===== src/rtl/ext_byte_if.sv =====
// rtl/ext_byte_if.sv - request/result bundle between load path and ext_byte
interface ext_byte_if;
    logic        in_valid;
    logic [1:0]  op;
    logic        isu;
    logic [1:0]  addr_lo;
    logic [31:0] din;
    logic [31:0] dout;
    logic        out_valid;
    logic        misalign;

    modport master (
        output in_valid, op, isu, addr_lo, din,
        input  dout, out_valid, misalign
    );

    modport slave (
        input  in_valid, op, isu, addr_lo, din,
        output dout, out_valid, misalign
    );
endinterface


===== src/rtl/ext_byte.sv =====
// rtl/ext_byte.sv - load-data byte/half/word select and extend, one register stage
// Optional MISALIGN_TRAP_EN: flag misaligned half/word requests and zero their result.
module ext_byte #(
    parameter int WIDTH = 32
) (
    input  logic       clk,
    input  logic       reset,
    ext_byte_if.slave  bus
);
    localparam logic [1:0] OP_BYTE = 2'd0;
    localparam logic [1:0] OP_HALF = 2'd1;
    localparam logic [1:0] OP_LUI  = 2'd2;
    localparam logic [1:0] OP_WORD = 2'd3;

    logic [7:0]  sel_byte;
    logic [15:0] sel_half;
    logic [31:0] result;
    logic [31:0] dout_q;
    logic        valid_q;

    always_comb begin
        sel_byte = bus.din[7:0];
        case (bus.addr_lo)
            2'd0: sel_byte = bus.din[7:0];
            2'd1: sel_byte = bus.din[15:8];
            2'd2: sel_byte = bus.din[23:16];
            2'd3: sel_byte = bus.din[31:24];
            default: sel_byte = bus.din[7:0];
        endcase
    end

    // addr_lo[0] never steers the halfword mux; misalignment is a separate flag
    assign sel_half = bus.addr_lo[1] ? bus.din[31:16] : bus.din[15:0];

    always_comb begin
        result = bus.din;
        case (bus.op)
            OP_BYTE: result = bus.isu ? {24'b0, sel_byte} : {{24{sel_byte[7]}}, sel_byte};
            OP_HALF: result = bus.isu ? {16'b0, sel_half} : {{16{sel_half[15]}}, sel_half};
            OP_LUI:  result = {bus.din[15:0], 16'b0};
            OP_WORD: result = bus.din;
            default: result = bus.din;
        endcase
    end

`ifdef MISALIGN_TRAP_EN
    logic mis_c;
    logic mis_q;

    always_comb begin
        mis_c = 1'b0;
        if (bus.op == OP_HALF && bus.addr_lo[0])
            mis_c = 1'b1;
        else if (bus.op == OP_WORD && bus.addr_lo != 2'd0)
            mis_c = 1'b1;
    end

    always_ff @(posedge clk or negedge reset) begin
        if (!reset) begin
            dout_q  <= '0;
            valid_q <= 1'b0;
            mis_q   <= 1'b0;
        end else begin
            valid_q <= bus.in_valid;
            mis_q   <= bus.in_valid & mis_c;
            if (bus.in_valid)
                dout_q <= mis_c ? 32'b0 : result;
        end
    end

    assign bus.misalign = mis_q;
`else
    always_ff @(posedge clk or negedge reset) begin
        if (!reset) begin
            dout_q  <= '0;
            valid_q <= 1'b0;
        end else begin
            valid_q <= bus.in_valid;
            if (bus.in_valid)
                dout_q <= result;
        end
    end

    assign bus.misalign = 1'b0;
`endif

    assign bus.dout      = dout_q;
    assign bus.out_valid = valid_q;
endmodule


===== src/flat_wrapper.sv =====
// flat-port wrapper written by rule: the top's interface ports become plain ports
module ext_byte_flat 
#(
    parameter int WIDTH = 32
)
  (clk, reset, bus_in_valid, bus_op, bus_isu, bus_addr_lo, bus_din, bus_dout, bus_out_valid, bus_misalign);
  ext_byte_if bus_i ();
  input  logic clk;
  input  logic reset;
  input wire logic [$bits(bus_i.in_valid)-1:0] bus_in_valid;
  input wire logic [$bits(bus_i.op)-1:0] bus_op;
  input wire logic [$bits(bus_i.isu)-1:0] bus_isu;
  input wire logic [$bits(bus_i.addr_lo)-1:0] bus_addr_lo;
  input wire logic [$bits(bus_i.din)-1:0] bus_din;
  output wire logic [$bits(bus_i.dout)-1:0] bus_dout;
  output wire logic [$bits(bus_i.out_valid)-1:0] bus_out_valid;
  output wire logic [$bits(bus_i.misalign)-1:0] bus_misalign;
  assign bus_i.in_valid = bus_in_valid;
  assign bus_i.op = bus_op;
  assign bus_i.isu = bus_isu;
  assign bus_i.addr_lo = bus_addr_lo;
  assign bus_i.din = bus_din;
  assign bus_dout = bus_i.dout;
  assign bus_out_valid = bus_i.out_valid;
  assign bus_misalign = bus_i.misalign;
  ext_byte #(.WIDTH(WIDTH)) u_core (.clk(clk), .reset(reset), .bus(bus_i));
endmodule

===== config.mk =====
export PLATFORM = sky130hd
export DESIGN_NAME = ext_byte_flat
export DESIGN_NICKNAME = d
export VERILOG_FILES = /design/src/rtl/ext_byte_if.sv /design/src/rtl/ext_byte.sv /design/src/flat_wrapper.sv
export SDC_FILE = /design/constraint.sdc
export NUM_CORES = 1
export LEC_CHECK = 0
export ABC_AREA = 1
export CAP_MARGIN = 20
export CORE_MARGIN = 2
export CORE_UTILIZATION = 35
export DETAILED_ROUTE_END_ITERATION = 12
export PLACE_DENSITY_LB_ADDON = 0.1
export SYNTH_ARGS = -nofsm -noshare
export SYNTH_HDL_FRONTEND = slang
export SYNTH_SLANG_ARGS = --single-unit

===== constraint.sdc =====
create_clock -name clk -period 0.8 [get_ports clk]
set_input_delay 0.2 -clock clk [delete_from_list [all_inputs] [get_ports clk]]
set_output_delay 0.2 -clock clk [all_outputs]
set_load 0.02 [all_outputs]

# Word-level counts from Yosys, hierarchy flattened
# Cells that the tools add are included.
[totals]
ff_bits = 33
latch_bits = 0
ram_bits = 0
romBits = 0
output_inout_bits = 34
mem_count = 0
[classes]
n_addsub = 0
multipliers = 0
n_div = 0
n_lt_le_gt_ge = 0
n_eq_ne = 6
shifts = 0
n_mux = 5
bitwise_logic = 0
reduce_logical = 2
[op_table]
columns = ["operator", "n"]
rows = [
  ["one-hot mux 32 bit (4 select lines)", 1],
  ["2-to-1 mux 32 bit", 2],
  ["one-hot mux 8 bit (4 select lines)", 1],
  ["2-to-1 mux 16 bit", 1],
  ["equality test 2 bit (second input constant)", 4],
  ["equality test 2 x 1 -> 1 bit (second input constant)", 2],
  ["logical NOT 2 bit", 2],
]

# Logic depth before layout (Yosys ltp)
# Gate-level depths: netlist of the first run.
[depth]
ltp_word = 4
depth_mapped = 9
ltp_nobuf = 7

# Least setup slack after synthesis of the first run
# No wires, ideal clock.
[synth_timing]
path_kind = "input to register"
start = "in bus_op[1]"
end = "reg u_core.dout_q[16], in the netlist u_core.bus.dout[16]"
setup_ns = 0.073
arrival_time_ns = 1.005
required_time_ns = 0.727
slack_ns = -0.278
cell_stages = 7
cell_sequence = "buf_6 -> clkinv_2 -> nand2_2 -> a21oi_4 -> nand3_4 -> buf_6 -> a21oi_2"
[synth_between]
elab_chain_cells = 2
[synth_rtl]
columns = ["item", "line_no", "rtl"]
rows = [
  ["start: declaration", "flat_wrapper.sv:11", "input wire logic [$bits(bus_i.op)-1:0] bus_op;"],
  ["equality test 2 bit (tied with other cells)", "ext_byte.sv:37", "case (bus.op)"],
  ["one-hot mux 32 bit (4 select lines) (*)", "ext_byte.sv:37", ""],
  ["end signal: assignment", "ext_byte.sv:80", "dout_q <= result;"],
  ["end: declaration", "ext_byte.sv:18", "logic [31:0] dout_q;"],
]
# Mark *: on every way between the ends. The rest lies on a longest branch, timed or not.
# A chain may end at the register's enable or synchronous reset.

# Worst setup path after layout of the first run
[layout_timing]
start = "reg u_core.dout_q[4], in the netlist u_core.bus.dout[4]"
end = "out bus_dout[4]"
[layout_lines]
columns = ["item", "line_no", "rtl"]
rows = [
  ["end: declaration", "flat_wrapper.sv:15", "output wire logic [$bits(bus_i.dout)-1:0] bus_dout;"],
]
# No word-level cell between the ends.

==> results of run 1 <==
[cells by family after synthesis]
group / Yosys count / share of synthesized area
buffers and inverters: 47 / 0.105
AO/OA/AOI/OAI: 53 / 0.163
flip-flops: 33 / 0.361
AND/OR/NAND/NOR: 198 / 0.370
other: 1 / 0.00164
[path summary, 6_finish.rpt]
| path | start | end | slack, ns | cells after the start |
|---|---|---|---|---|
| setup reg to reg | u_core.bus.dout[28]$_DFFE_PN0P_ | u_core.bus.dout[28]$_DFFE_PN0P_ | -0.17 | 4 |
| hold reg to reg | u_core.bus.dout[5]$_DFFE_PN0P_ | u_core.bus.dout[5]$_DFFE_PN0P_ | 0.51 | 2 |
| min in group clk | bus_in_valid | u_core.bus.out_valid$_DFF_PN0_ | 0.36 | 2 |
| max in group asynchronous | reset | u_core.bus.dout[5]$_DFFE_PN0P_ | 0.34 | 2 |
| setup / recovery | u_core.bus.dout[4]$_DFFE_PN0P_ | bus_dout[4] | -0.25 | 1 |
| hold / removal | reset | u_core.bus.dout[25]$_DFFE_PN0P_ | 0.28 | 2 |
[cell usage in the layout (no fill, tap or decap), types with 4 or more instances in the layout]
master / synthesis / routed
nand2_1: 106 / 89
buf_12: 0 / 6
nor2_1: 49 / 37
a31oi_2: 0 / 5
clkbuf_8: 0 / 5
nand3_1: 36 / 31
o22ai_2: 0 / 5
a21oi_1: 15 / 8
inv_2: 1 / 5
dfrtp_1: 33 / 33
nand2_2: 1 / 15
a21oi_4: 1 / 6
nand3_4: 2 / 4
inv_1: 23 / 19
nand3_2: 1 / 5
nor2_2: 2 / 13
buf_6: 5 / 54
a21oi_2: 20 / 22
dlygate4sd2_1: 0 / 26
buf_4: 3 / 40
[flip-flops by register name (all words and copies together), names as in the netlist]
signal / flops
u_core.bus.out_valid: 1
u_core.bus.dout: 32
[through the flow]
stage               power, mW  cell area (sq um)
global route             5.97               4140
CTS                      5.54               3920
detailed placement       3.91               3310
global placement         3.89               3310
floorplan                2.97               2340
finish                   5.68               4140
[worst reg2reg max path, stage by stage (launching register included)]
cell and delay [ns]:
dfrtp_1 0.39, buf_4 0.14, buf_4 0.12, nor2_1 0.17, a21oi_4 0.04
[routing by layer]
metal,part of all wire,GRT usage
met2,0.50,0.397
met4,0.013,0.0548
met3,0.060,0.0447
met5,0,0
met1,0.43,0.313
[report_power, final]
| part | internal (mW) | switching (mW) |
|---|---|---|
| Combinational | 1.19 | 1.21 |
| Clock | 0.604 | 0.677 |
| Sequential | 1.86 | 0.144 |
[area by class of cell]
class,instances,area (sq um),area share
clock buffers,6,72.6,0.0175
clock inverters,2,10.0,0.00242
inverters,27,123,0.0296
multi-input cells,253,1540,0.373
flip-flops and latches,33,826,0.199
well taps,77,96.3,0.0233
repair buffers,141,1470,0.355
[repair_timing]
item / 4_1_cts / 5_1_grt
hold buffers: 0 / 0
gates resized for setup: 323 / 35
endpoints found under the setup margin: 65 / 65
buffers inserted: 23 / 12
cloned: 5 / 0
pin swaps: 38 / 25
==> impl_metrics.ini, run 1 <==
[layout]
fill_cells = 559
fin_util = 0.652
final_nets = 501
syn_to_final_growth_pct = 80.9
fin_cells = 539
layout-drive-gt1-share = 0.444
diodes = 0

[detailed_routing]
drc_errors = 0
wirelength_mm = 8.32
ant_nets = 0
wl_per_cell_um = 15.4
num_vias = 2671
viasPerCell = 4.96
first_iter_violations = 219
drt_first_pass_iters = 4

[sta]
skew_ns = 0
rsz0062_at_grt = yes
setup_ws_ns = -0.250
slew_viol_final = 0
fin_hold_ws_ns = 0.277
timing.fmax_ghz = 0.953
period_minus_slack_ns = 1.05
finalHoldViolCount = 0
setup-tns-final_ns = -12.50
period_share = 1.31
finalSetupViolCount = 65

[place]
gp_congestion = 0.890
port_buffers = 72
dpl.cell_count = 495
pre_cts_ws_ns = -0.887
dp_hpwl_mm = 5.20

[worst_setup_path]
path_cells = buf_6
cp-start-kind = flip-flop
max_stage_delay_ns = 0.42
crit_path_end_kind = primary output
crit_type = flip-flop to primary output
critPathRequiredTime_ns = 0.60
cpMaxStageDelayCell = dfrtp_1
arrival_ns = 0.85
cp_top_family = flip-flops
critPathBufInv = 1
crit_fanout = 2

[clock_network]
cts_sinks = 33
htree_num_levels = 2
clkTransAtPathRegs_ns = 0.08
cts_made_buffers = 5
cts_buffer_depth = 2
clk-insertion-delay-late_ns = 0.29
tritoncts = done
clockRootBuffer = clkbuf_8

[floorplanning]
pin_count = 74
die_x_um = 84.9
placementRows = 29
start_util = 0.360
core_sq_um = 6350
dieArea_sq_um = 7200
dieHeight_um = 84.9

[synth]
yosysWarningCount = 0
synth_area_leader_cell = dfrtp_1
syn-cell-area_sq_um = 2290
synth_top_area_frac = 0.361
synth.distinct_cells = 27
synth_most_common_cell = nand2_1
synth_edf_count = 0
seq_area_frac_synth = 0.361
ys.flop_type = dfrtp_1
synth.net_count = 372
synthArstFlopShare = 1.00
synth_cells = 332
synth-seq-cells = 33
synth_common_cells = 106 x nand2_1, 49 x nor2_1, 36 x nand3_1
syn_area_per_cell_sq_um = 6.89
synth_area_leaders = dfrtp_1 36%, nand2_1 17%, nor2_1 8.0%, nand3_1 7.9%, a21oi_2 7.7%

[pwr]
leakage_nw = 2.06
vdd_drop_max_mv = 0.733
p_per_area_nw_per_um2 = 1370

[outcome]
outcome = finished with violations
violations = setup timing

[global_route]
grt_overflow = 0
grt_usage = 0.235
grt_max_degree = 34
grt_pass1_vias = 2575
antenna_found_initial = 0
grt_pass1_wl_mm = 13.3

[run]
maxCapViolCount = 0

[min_path]
hp-class = input port to asynchronous set/reset pin
Power figures use the tool's default switching activity.
==> run 2: changes to the inputs <==
--- a/config.mk
+++ b/config.mk
@@ -7,8 +7,10 @@
 export LEC_CHECK = 0
 export ABC_AREA = 1
 export CAP_MARGIN = 20
+export CELL_PAD_IN_SITES_DETAIL_PLACEMENT = 0
+export CELL_PAD_IN_SITES_GLOBAL_PLACEMENT = 1
 export CORE_MARGIN = 2
-export CORE_UTILIZATION = 35
+export CORE_UTILIZATION = 29
 export DETAILED_ROUTE_END_ITERATION = 12
 export PLACE_DENSITY_LB_ADDON = 0.1
 export SYNTH_ARGS = -nofsm -noshare
==> impl_metrics.ini, run 2 (synthesized netlist as in run 1, its figures left out) <==
[outcome]
outcome = finished with violations
violations = setup timing

[layout]
syn_to_final_growth_pct = 87.7
final_common_cell = nand2_1
largest_reg_flops = 32
final_cell_mix = 89 x nand2_1, 44 x buf_6, 40 x buf_4, 33 x dfrtp_1
fin_cells = 560
diodes = 0
layout-drive-gt1-share = 0.454
final_nets = 499

[sta]
rsz0062_at_grt = yes
slew_viol_final = 0
period_minus_slack_ns = 1.04
fin_hold_ws_ns = 0.270
finalSetupViolCount = 65
skew_ns = 0
finalHoldViolCount = 0
timing.fmax_ghz = 0.958
period_share = 1.30
setup_ws_ns = -0.243

[detailed_routing]
ant_nets = 0
drc_errors = 0
num_vias = 2667
first_iter_violations = 88
drt_first_pass_iters = 4
wirelength_mm = 8.34
wl_per_cell_um = 14.9
viasPerCell = 4.76

[worst_setup_path]
cp_top_family = flip-flops
cpMaxStageDelayCell = dfrtp_1
arrival_ns = 0.84
critPathBufInv = 1
crit_path_end_kind = primary output
path_cells = buf_6
critPathRequiredTime_ns = 0.60
crit_fanout = 2
max_stage_delay_ns = 0.41
crit_type = flip-flop to primary output
cp-start-kind = flip-flop

[global_route]
grt_pass1_wl_mm = 13.5
grt_overflow = 0
grt_usage = 0.200
grt_pass1_vias = 2664
grt_max_degree = 34
antenna_found_initial = 0

[clock_network]
htree_num_levels = 2
clk-insertion-delay-late_ns = 0.29
cts_sinks = 33
clockRootBuffer = clkbuf_8
cts_made_buffers = 5
cts_buffer_depth = 2
tritoncts = done
clkTransAtPathRegs_ns = 0.07
hold_buffers = 0

[place]
gp_congestion = 0.824
dp_hpwl_mm = 5.39
port_buffers = 72
dpl.cell_count = 516

[min_path]
hp-class = input port to asynchronous set/reset pin

[floorplanning]
start_util = 0.298
dieArea_sq_um = 8620
pin_count = 74
placementRows = 32
die_x_um = 92.8
dieHeight_um = 92.8
core_sq_um = 7690

[pwr]
p_per_area_nw_per_um2 = 1330
p_total_mw = 5.72
leakage_nw = 2.11
vdd_drop_max_mv = 0.676

[run]
maxCapViolCount = 0
==> run 2: cell types whose count changed in the layout (fill, tap and decap cells not counted), moves of 5 or more <==
cell	before	now
a31oi_4	1	6
buf_6	54	44
clkdlybuf4s50_1	3	12
dlygate4sd2_1	26	17
nor2_1	37	32
==> run 2: final cells by class <==
class / count / area, sq um
clock buffers: 5 / 68.8
clock inverters: 1 / 5.00
fillers: 770 / 3390
inverters: 27 / 136
multi-input cells: 253 / 1590
flip-flops and latches: 33 / 826
well taps: 102 / 128
repair buffers: 139 / 1540
==> run 2: final timing paths <==
kind,cells past startpoint,endpoint,startpoint,slack (ns)
min in group clk,5,u_core.bus.dout[13]$_DFFE_PN0P_,bus_din[13],0.39
worst min-delay path,2,u_core.bus.out_valid$_DFF_PN0_,reset,0.27
worst max register to register,4,u_core.bus.dout[9]$_DFFE_PN0P_,u_core.bus.dout[9]$_DFFE_PN0P_,-0.16
max in group asynchronous,2,u_core.bus.dout[6]$_DFFE_PN0P_,reset,0.33
worst max-delay path,1,bus_dout[21],u_core.bus.dout[21]$_DFFE_PN0P_,-0.24
worst min register to register,2,u_core.bus.dout[5]$_DFFE_PN0P_,u_core.bus.dout[5]$_DFFE_PN0P_,0.50
==> run 2: what timing repair did <==
| action | 4_1_cts | 5_1_grt |
|---|---|---|
| cloned | 7 | 0 |
| setup endpoints to repair | 65 | 65 |
| pin swaps | 27 | 9 |
| resized for setup | 326 | 25 |
| setup buffers | 23 | 9 |
==> run 2: power by group <==
group / leakage, nW / total, mW / switching, mW / internal [mW]
registers: 0.393 / 2.00 / 0.140 / 1.86
clock network: 0.0399 / 1.20 / 0.630 / 0.573
logic: 1.68 / 2.52 / 1.23 / 1.29
==> run 2: metrics by stage <==
| stage | setup slack, ns | TNS, ns | util | cell area (sq um) |
|---|---|---|---|---|
| after floorplan | -0.228 | -6.23 | - | 2340 |
| after global placement | -0.863 | -36.79 | 0.436 | 3350 |
| after detailed placement | -0.849 | -37.25 | 0.436 | 3350 |
| after CTS | -0.230 | -11.83 | 0.538 | 4140 |
| after global routing | -0.254 | -14.24 | 0.559 | 4300 |
| final | -0.243 | -12.00 | 0.559 | 4300 |
==> run 2: metal layers <==
layer / vias to the layer above / track usage / part of all wire
li1: 1319 / - / -
met1: 1274 / 0.267 / 0.45
met2: 67 / 0.336 / 0.49
met3: 7 / 0.0350 / 0.046
met4: 0 / 0.0502 / 0.0088
met5: - / 0 / 0
==> run 3: changes to the inputs <==
--- a/config.mk
+++ b/config.mk
@@ -11,8 +11,9 @@
 export CELL_PAD_IN_SITES_GLOBAL_PLACEMENT = 1
 export CORE_MARGIN = 2
 export CORE_UTILIZATION = 29
+export CTS_CLUSTER_DIAMETER = 30
 export DETAILED_ROUTE_END_ITERATION = 12
-export PLACE_DENSITY_LB_ADDON = 0.1
+export PLACE_DENSITY = 0.79
 export SYNTH_ARGS = -nofsm -noshare
 export SYNTH_HDL_FRONTEND = slang
 export SYNTH_SLANG_ARGS = --single-unit
==> impl_metrics.ini, run 3 (synthesized netlist as in run 1, its figures left out) <==
[outcome]
outcome = finished with violations
violations = setup timing

[layout]
final_common_cell = nand2_1
layout-drive-gt1-share = 0.460
syn_to_final_growth_pct = 87.1
fin_cells = 554
largest_reg_flops = 32
final_cell_mix = 83 x nand2_1, 42 x buf_6, 41 x nor2_1, 34 x buf_4, 33 x dfrtp_1
final_nets = 492
diodes = 0

[min_path]
hp-class = input port to asynchronous set/reset pin

[run]
maxCapViolCount = 0

[floorplanning]
placementRows = 32
dieHeight_um = 92.8
start_util = 0.298
die_x_um = 92.8
pin_count = 74
dieArea_sq_um = 8620
core_sq_um = 7690

[sta]
rsz0062_at_grt = yes
slew_viol_final = 0
fin_hold_ws_ns = 0.258
setup-tns-final_ns = -11.22
skew_ns = 0
period_share = 1.29
finalHoldViolCount = 0
setup_ws_ns = -0.233
finalSetupViolCount = 65
timing.fmax_ghz = 0.968
period_minus_slack_ns = 1.03

[place]
dpl.cell_count = 514
port_buffers = 72
gp_congestion = 0.824
dp_hpwl_mm = 5.34

[detailed_routing]
drt_first_pass_iters = 4
num_vias = 2690
viasPerCell = 4.86
wirelength_mm = 8.61
wl_per_cell_um = 15.5
first_iter_violations = 152
ant_nets = 0
drc_errors = 0

[global_route]
grt_max_degree = 34
grt_usage = 0.190
grt_pass1_vias = 2652
antenna_found_initial = 0
grt_overflow = 0
grt_pass1_wl_mm = 13.0

[worst_setup_path]
cp-start-kind = flip-flop
critPathRequiredTime_ns = 0.60
crit_fanout = 2
arrival_ns = 0.83
crit_path_end_kind = primary output
cp_top_family = flip-flops
max_stage_delay_ns = 0.40
cpMaxStageDelayCell = dfrtp_1
critPathBufInv = 1
path_cells = buf_6
crit_type = flip-flop to primary output

[clock_network]
htree_num_levels = 2
tritoncts = done
cts_sinks = 33
clk-insertion-delay-late_ns = 0.29
cts_made_buffers = 5
cts_buffer_depth = 2
clkTransAtPathRegs_ns = 0.08
clockRootBuffer = clkbuf_8
hold_buffers = 0

[pwr]
p_comb_frac = 0.430
power.clock.fraction = 0.225
p_total_mw = 5.81
p_int_mw = 3.77
p_per_area_nw_per_um2 = 1360
vdd_drop_max_mv = 0.695
leakage_nw = 2.11
p_sw_frac = 0.350
netSwitchingPower_mw = 2.03
power_frac_seq = 0.345
[run 3: area by class of cell]
| cell class | instances | area, sq um |
|---|---|---|
| inverters | 27 | 138 |
| clock buffers | 7 | 86.3 |
| well taps | 102 | 128 |
| repair buffers | 132 | 1450 |
| multi-input cells | 253 | 1650 |
| flip-flops and latches | 33 | 826 |
| fillers | 707 | 3410 |
[run 3: worst paths after layout]
kind                                                  from                         endpoint  slack (ns)  cells past startpoint
setup / recovery            u_core.bus.dout[7]$_DFFE_PN0P_                      bus_dout[7]       -0.23                      1
hold / removal                                       reset  u_core.bus.dout[21]$_DFFE_PN0P_        0.26                      2
setup reg to reg           u_core.bus.dout[23]$_DFFE_PN0P_  u_core.bus.dout[23]$_DFFE_PN0P_       -0.09                      4
hold reg to reg             u_core.bus.dout[5]$_DFFE_PN0P_   u_core.bus.dout[5]$_DFFE_PN0P_        0.52                      2
max in group asynchronous                            reset   u_core.bus.dout[5]$_DFFE_PN0P_        0.33                      2
min in group clk                              bus_in_valid   u_core.bus.out_valid$_DFF_PN0_        0.26                      2
[run 3: metal layers]
layer,share of wire,global-route usage,up-vias,routed length (um)
met3,0.057,0.0342,15,488
met2,0.52,0.338,94,4460
li1,-,-,1309,-
met4,0.018,0.0466,0,157
met5,0,0,-,0
met1,0.41,0.238,1272,3510
[run 3: repair_timing]
item,CTS,global route
resized for setup,310,77
pin swaps,37,29
buffers inserted,25,8
endpoints found under the setup margin,65,65
endpoints found under the hold margin,0,0
cloned,4,1
[run 3: power groups by stage]
stage | clock network, mW | registers [mW] | logic [mW]
floorplan | 0 | 2.24 | 0.731
global placement | 0 | 2.00 | 1.89
detailed placement | 0 | 2.00 | 1.92
CTS | 1.34 | 2.00 | 2.28
global route | 1.38 | 2.02 | 2.67
finish | 1.31 | 2.00 | 2.49
[run 3: through the flow]
step / setup slack [ns] / area, sq um / utilization
global route: -0.243 / 4280 / 0.557
floorplan: -0.228 / 2340 / -
finish: -0.233 / 4280 / 0.557
detailed placement: -0.849 / 3350 / 0.436
CTS: -0.231 / 3970 / 0.517
global placement: -0.834 / 3350 / 0.436
